## config.mk

```make
export PLATFORM = sky130hd
export DESIGN_NAME = div_seq_flat
export DESIGN_NICKNAME = d
export VERILOG_FILES = /design/src/rtl/div_seq_if.sv /design/src/rtl/div_seq.sv /design/src/flat_wrapper.sv
export SDC_FILE = /design/constraint.sdc
export NUM_CORES = 1
export LEC_CHECK = 0
export ABC_CLOCK_PERIOD_IN_PS = 1750
export BUFFER_PORTS_ARGS = -buffer_cell sky130_fd_sc_hd__buf_2
export CORE_MARGIN = 10
export CORE_UTILIZATION = 40
export CTS_CLUSTER_DIAMETER = 120
export CTS_CLUSTER_SIZE = 10
export DETAILED_ROUTE_END_ITERATION = 8
export HOLD_SLACK_MARGIN = 0.06
export PLACE_DENSITY = 0.61
export SLEW_MARGIN = 20
export SYNTH_ARGS = -nofsm -noshare
export SYNTH_HDL_FRONTEND = slang
export SYNTH_SLANG_ARGS = --single-unit
```

## constraint.sdc

```tcl
create_clock -name clk -period 1.75 [get_ports clk]
set_input_delay 0.2625 -clock clk [delete_from_list [all_inputs] [get_ports clk]]
set_output_delay 0.2625 -clock clk [all_outputs]
set_load 0.02 [all_outputs]
```

## src/rtl/div_seq_if.sv

```systemverilog
// div_seq request/result bundle.
// master drives operands, slave returns results.
interface div_seq_if;
  logic       ena;
  logic       start;
  logic [7:0] dividend;
  logic [3:0] divisor;
  logic       busy;
  logic       valid;
  logic [7:0] quotient;
  logic [3:0] remainder;
  logic       dz;

  modport master (
    output ena, start, dividend, divisor,
    input  busy, valid, quotient, remainder, dz
  );

  modport slave (
    input  ena, start, dividend, divisor,
    output busy, valid, quotient, remainder, dz
  );
endinterface

```

## src/rtl/div_seq.sv

```systemverilog
// div_seq: 8/4-bit unsigned restoring divider, one bit per clk.
// DIVZ_FLAG_EN: divisor 0 short-circuits to q=0, r=0, dz=1.
module div_seq (
  input  logic     clk,
  input  logic     rst,
  div_seq_if.slave bus
);

  typedef enum logic [1:0] {
    IDLE,
    RUN,
    DONE
  } state_t;

  state_t     state;
  logic [7:0] dvd;
  logic [3:0] dvs;
  logic [4:0] pr;
  logic [2:0] cnt;
  logic       busy_q;
  logic       valid_q;
  logic       dz_q;
  logic [7:0] quo_q;
  logic [3:0] rem_q;

  logic [4:0] shf;
  logic [4:0] dif;
  logic [4:0] pr_nx;
  logic       ge;
  logic       zdiv;

  // one restoring step: shift in next dividend bit, trial subtract
  always_comb begin
    shf   = {pr[3:0], dvd[7]};
    dif   = shf - {1'b0, dvs};
    ge    = (shf >= {1'b0, dvs});
    pr_nx = ge ? dif : shf;
  end

`ifdef DIVZ_FLAG_EN
  assign zdiv = (dvs == 4'd0);
`else
  assign zdiv = 1'b0;
`endif

  // control FSM, datapath and registered outputs
  always_ff @(posedge clk or negedge rst) begin
    if (!rst) begin
      state   <= IDLE;
      dvd     <= '0;
      dvs     <= '0;
      pr      <= '0;
      cnt     <= '0;
      busy_q  <= 1'b0;
      valid_q <= 1'b0;
      dz_q    <= 1'b0;
      quo_q   <= '0;
      rem_q   <= '0;
    end else if (!bus.ena) begin
      state   <= IDLE;
      dvd     <= '0;
      dvs     <= '0;
      pr      <= '0;
      cnt     <= '0;
      busy_q  <= 1'b0;
      valid_q <= 1'b0;
      dz_q    <= 1'b0;
      quo_q   <= '0;
      rem_q   <= '0;
    end else begin
      valid_q <= 1'b0;
      unique case (state)
        IDLE: begin
          if (bus.start) begin
            state  <= RUN;
            busy_q <= 1'b1;
            dvd    <= bus.dividend;
            dvs    <= bus.divisor;
            pr     <= '0;
            cnt    <= '0;
          end
        end
        RUN: begin
          if (zdiv) begin
            state   <= DONE;
            quo_q   <= '0;
            rem_q   <= '0;
            dz_q    <= 1'b1;
            valid_q <= 1'b1;
          end else begin
            pr  <= pr_nx;
            dvd <= {dvd[6:0], ge};
            cnt <= cnt + 3'd1;
            if (cnt == 3'd7) begin
              state   <= DONE;
              quo_q   <= {dvd[6:0], ge};
              rem_q   <= pr_nx[3:0];
              dz_q    <= 1'b0;
              valid_q <= 1'b1;
            end
          end
        end
        DONE: begin
          state  <= IDLE;
          busy_q <= 1'b0;
        end
        default: state <= IDLE;
      endcase
    end
  end

  assign bus.busy      = busy_q;
  assign bus.valid     = valid_q;
  assign bus.quotient  = quo_q;
  assign bus.remainder = rem_q;
  assign bus.dz        = dz_q;

endmodule

```

## src/flat_wrapper.sv

```systemverilog
// flat-port wrapper written by rule: the top's interface ports become plain ports
module div_seq_flat 
  (clk, rst, bus_ena, bus_start, bus_dividend, bus_divisor, bus_busy, bus_valid, bus_quotient, bus_remainder, bus_dz);
  div_seq_if bus_i ();
  input  logic clk;
  input  logic rst;
  input wire logic [$bits(bus_i.ena)-1:0] bus_ena;
  input wire logic [$bits(bus_i.start)-1:0] bus_start;
  input wire logic [$bits(bus_i.dividend)-1:0] bus_dividend;
  input wire logic [$bits(bus_i.divisor)-1:0] bus_divisor;
  output wire logic [$bits(bus_i.busy)-1:0] bus_busy;
  output wire logic [$bits(bus_i.valid)-1:0] bus_valid;
  output wire logic [$bits(bus_i.quotient)-1:0] bus_quotient;
  output wire logic [$bits(bus_i.remainder)-1:0] bus_remainder;
  output wire logic [$bits(bus_i.dz)-1:0] bus_dz;
  assign bus_i.ena = bus_ena;
  assign bus_i.start = bus_start;
  assign bus_i.dividend = bus_dividend;
  assign bus_i.divisor = bus_divisor;
  assign bus_busy = bus_i.busy;
  assign bus_valid = bus_i.valid;
  assign bus_quotient = bus_i.quotient;
  assign bus_remainder = bus_i.remainder;
  assign bus_dz = bus_i.dz;
  div_seq u_core (.clk(clk), .rst(rst), .bus(bus_i));
endmodule
```

==> results_dict.tcl <==
set metrics [dict create \
    hp-class "input pin to flop" \
    hold-worst-slack_ps 238 \
    die_x_um 84.6 \
    synth_nets 180 \
    arrival_ps 1990 \
    core_mm2 0.00403 \
    routabilityCongestion 0.794 \
    setup-violations-final 4 \
    cp_data_required_time_ps 1960 \
    cap_violations 0 \
    clock_sinks 35 \
    layout-drive-gt1-share_pct 39.0 \
    antenna_found_initial 0 \
    nNetsFinal 232 \
    fin_worst_skew_ps 5.27 \
    rsz0062_at_grt "yes" \
    area_growth_pct 31.8 \
    setup_slack_ps -29.9 \
    htree_levels 2 \
    endpoint_kind "flop" \
    synth_top_flop_cell "dfrtp_1" \
    cp_max_fo 4 \
    synthArstFlopShare_pct 100 \
    drt-wirelength-per-cell_um 15.9 \
    firstDrtPassIters 4 \
    setup.worst_path.class "flop to flop" \
    cts_root_buffer "clkbuf_8" \
    start_util_pct 41.5 \
    status "finished, violations left" \
    cell_internal_pwr_mw 1.32 \
    synth_area_mm2 0.00167 \
    hold_viol_final 0 \
    p_total_mw 1.86 \
    yosys_warnings 0 \
    viasPerCell 5.23 \
    p_clk_share_pct 31.1 \
    fin_crit_ps 1780 \
    dieHeight_um 84.6 \
    cts_tree "yes" \
    drv_slew 0 \
    path_clk_slew_ps 70 \
    p_leak_nw 1.08 \
    peakVddDrop_mv 0.450 \
    port_buffers 29 \
    synth-seq-cells 35 \
    track_usage_pct 11.7 \
    grt-ovfl-total 0 \
    ctsLongestPathBuffers 2 \
    p_sw_mw 0.536 \
    grt_pass1_vias 1392 \
    synth-seq-area-share_pct 52.4 \
    rows 23 \
    syn_inst 157 \
    ant_nets 0 \
    clk-insertion-delay-late_ps 290 \
    swShare_pct 28.8 \
    die_area_mm2 0.00716 \
    cp-startpoint "u_core.dvs[2]$_DFFE_PN0P_" \
    numCtsBuffers 5 \
    synthDistinctLibCells 38 \
    initialDrtViolationCount 114 \
    synth_edf_count 0 \
    avgSynthCellArea_um2 10.6 \
    drt_wl_total_um 4140 \
    r2r_start "u_core.dvs[2]$_DFFE_PN0P_" \
    violations "negative setup slack" \
    drc 0 \
    period_share_pct 102 \
    antenna_cells 0 \
    dp_hpwl_um 3060 \
    power_density_mw_per_mm2 844 \
    ioPinCount 31 \
    grt_pass1_wl_um 6870 \
    startpoint_type "flop" \
    worstHoldStart "bus_divisor[1]" \
    p_comb_share_pct 21.9 \
    grt_start_max_net_pins 36 \
    fmax_ghz 0.562 \
    p_seq_share_pct 47.0 \
    num_vias 1361 \
]
==> power by group through the flow <==
| stage | sequential (mW) | combinational (mW) | clock, mW |
|---|---|---|---|
| 6_report | 0.873 | 0.407 | 0.578 |
| 2_1_floorplan | 0.882 | 0.209 | 0 |
| 4_1_cts | 0.869 | 0.360 | 0.589 |
| 3_5_place_dp | 0.886 | 0.349 | 0 |
| 3_3_place_gp | 0.883 | 0.337 | 0 |
| 5_1_grt | 0.877 | 0.447 | 0.635 |
==> synthesized netlist by cell type, drive strengths merged (2+ instances only) <==
cell type  count  area (um^2)
a22oi          3         22.5
a22o          10         87.6
mux2i          3         30.0
nand2         22         82.6
o21bai         2         15.0
a221o          3         30.0
and2           2         12.5
clkbuf         2         7.51
nor2           7         26.3
o21ai         16         83.8
a21oi          6         30.0
ha             6         75.1
buf            5         27.5
inv            8         30.0
dfrtp         35          876
nand3b         2         15.0
nor2b          8         50.1
==> state kept, by name, summed over array words and instances (netlist names), 2 cells and up <==
signal and cells:
u_core.bus.quotient 8, u_core.dvd 8, u_core.bus.remainder 4, u_core.dvs 4
u_core.pr 4, u_core.cnt 3, u_core.state 2
==> timing repair <==
action / 4_1_cts / 5_1_grt
endpoints found under the hold margin: 35 / 0
pin swaps: 4 / 3
setup buffers: 1 / 2
setup endpoints to repair: 7 / 9
cloned: 0 / 0
gates resized for setup: 3 / 15
hold buffers: 1 / 0
==> layout make-up <==
| cell class | instances | area (um^2) |
|---|---|---|
| sequential | 35 | 876 |
| multi-input combinational | 107 | 823 |
| clock inverter | 3 | 20.0 |
| tap | 50 | 62.6 |
| clock buffer | 5 | 68.8 |
| inverter | 8 | 30.0 |
| fill | 370 | 1830 |
| timing repair buffer | 52 | 320 |
==> metal layers <==
metal	vias to the layer above	wire length, um	track usage, %
li1	658	-	-
met1	664	1860	14.2
met2	31	2010	18.4
met3	8	209	4.25
met4	0	65	4.79
met5	-	0	0
==> metrics by stage <==
step / setup slack (ps) / std cells / setup TNS, ps / cell area [um^2] / util [%]
floorplan: 6.63 / 157 / 0 / 1680 / -
global placement: -26.1 / 249 / -51.6 / 2010 / 49.8
detailed placement: -77.7 / 249 / -251 / 2010 / 49.8
CTS: -45.8 / 259 / -110 / 2120 / 52.6
global route: -98.7 / 260 / -547 / 2200 / 54.6
finish: -29.9 / 260 / -63.4 / 2200 / 54.6
==> final timing paths <==
path                                                       to  slack [ps]  cells past startpoint
min                                 u_core.dvs[1]$_DFFE_PN0P_         240                      3
max in group asynchronous           u_core.dvs[1]$_DFFE_PN0P_         900                      3
min in group asynchronous           u_core.dvd[5]$_DFFE_PN0P_         530                      3
max                                  u_core.pr[0]$_DFFE_PN0P_         -30                      6
min reg2reg                u_core.bus.quotient[0]$_DFFE_PN0P_         480                      2
max reg2reg                          u_core.pr[0]$_DFFE_PN0P_         -30                      6
==> cells by family (layout without fill, tap and decap cells) <==
logic type / Yosys count / after routing / share of synthesized area (%)
AO/OA/AOI/OAI: 48 / 48 / 20.7
AND/OR/NAND/NOR: 45 / 45 / 13.3
flip-flops: 35 / 35 / 52.4
buffers and inverters: 15 / 68 / 3.90
adder cells (fa/ha/maj): 7 / 7 / 5.69
multiplexers: 4 / 4 / 2.70
XOR/XNOR: 2 / 2 / 1.05
other: 1 / 1 / 0.225
==> worst max-delay path: stages, from the launching register on <==
cell	delay [ps]
dfrtp_1	370
inv_2	80
ha_4	200
or2_4	240
a211oi_4	340
mux2_4	360
o21ai_2	120
==> placed cells by master, fill, tap and decap left out, types with 2 or more instances in the layout <==
cell type    n
nand3b_1     2
clkinvlp_4   2
ha_4         4
a22o_1      10
mux2i_1      3
and2_1       2
buf_4       22
clkbuf_8     5
nand2_1     22
dfrtp_1     35
inv_2        5
o21ai_1      6
nor2b_1      7
nor2_1       7
o21bai_1     2
a22oi_1      3
buf_2       29
inv_1        3
o21ai_2      4
a221o_1      3
a21oi_1      5
ha_1         2
o21ai_0      6
Power figures use the tool's default switching activity.
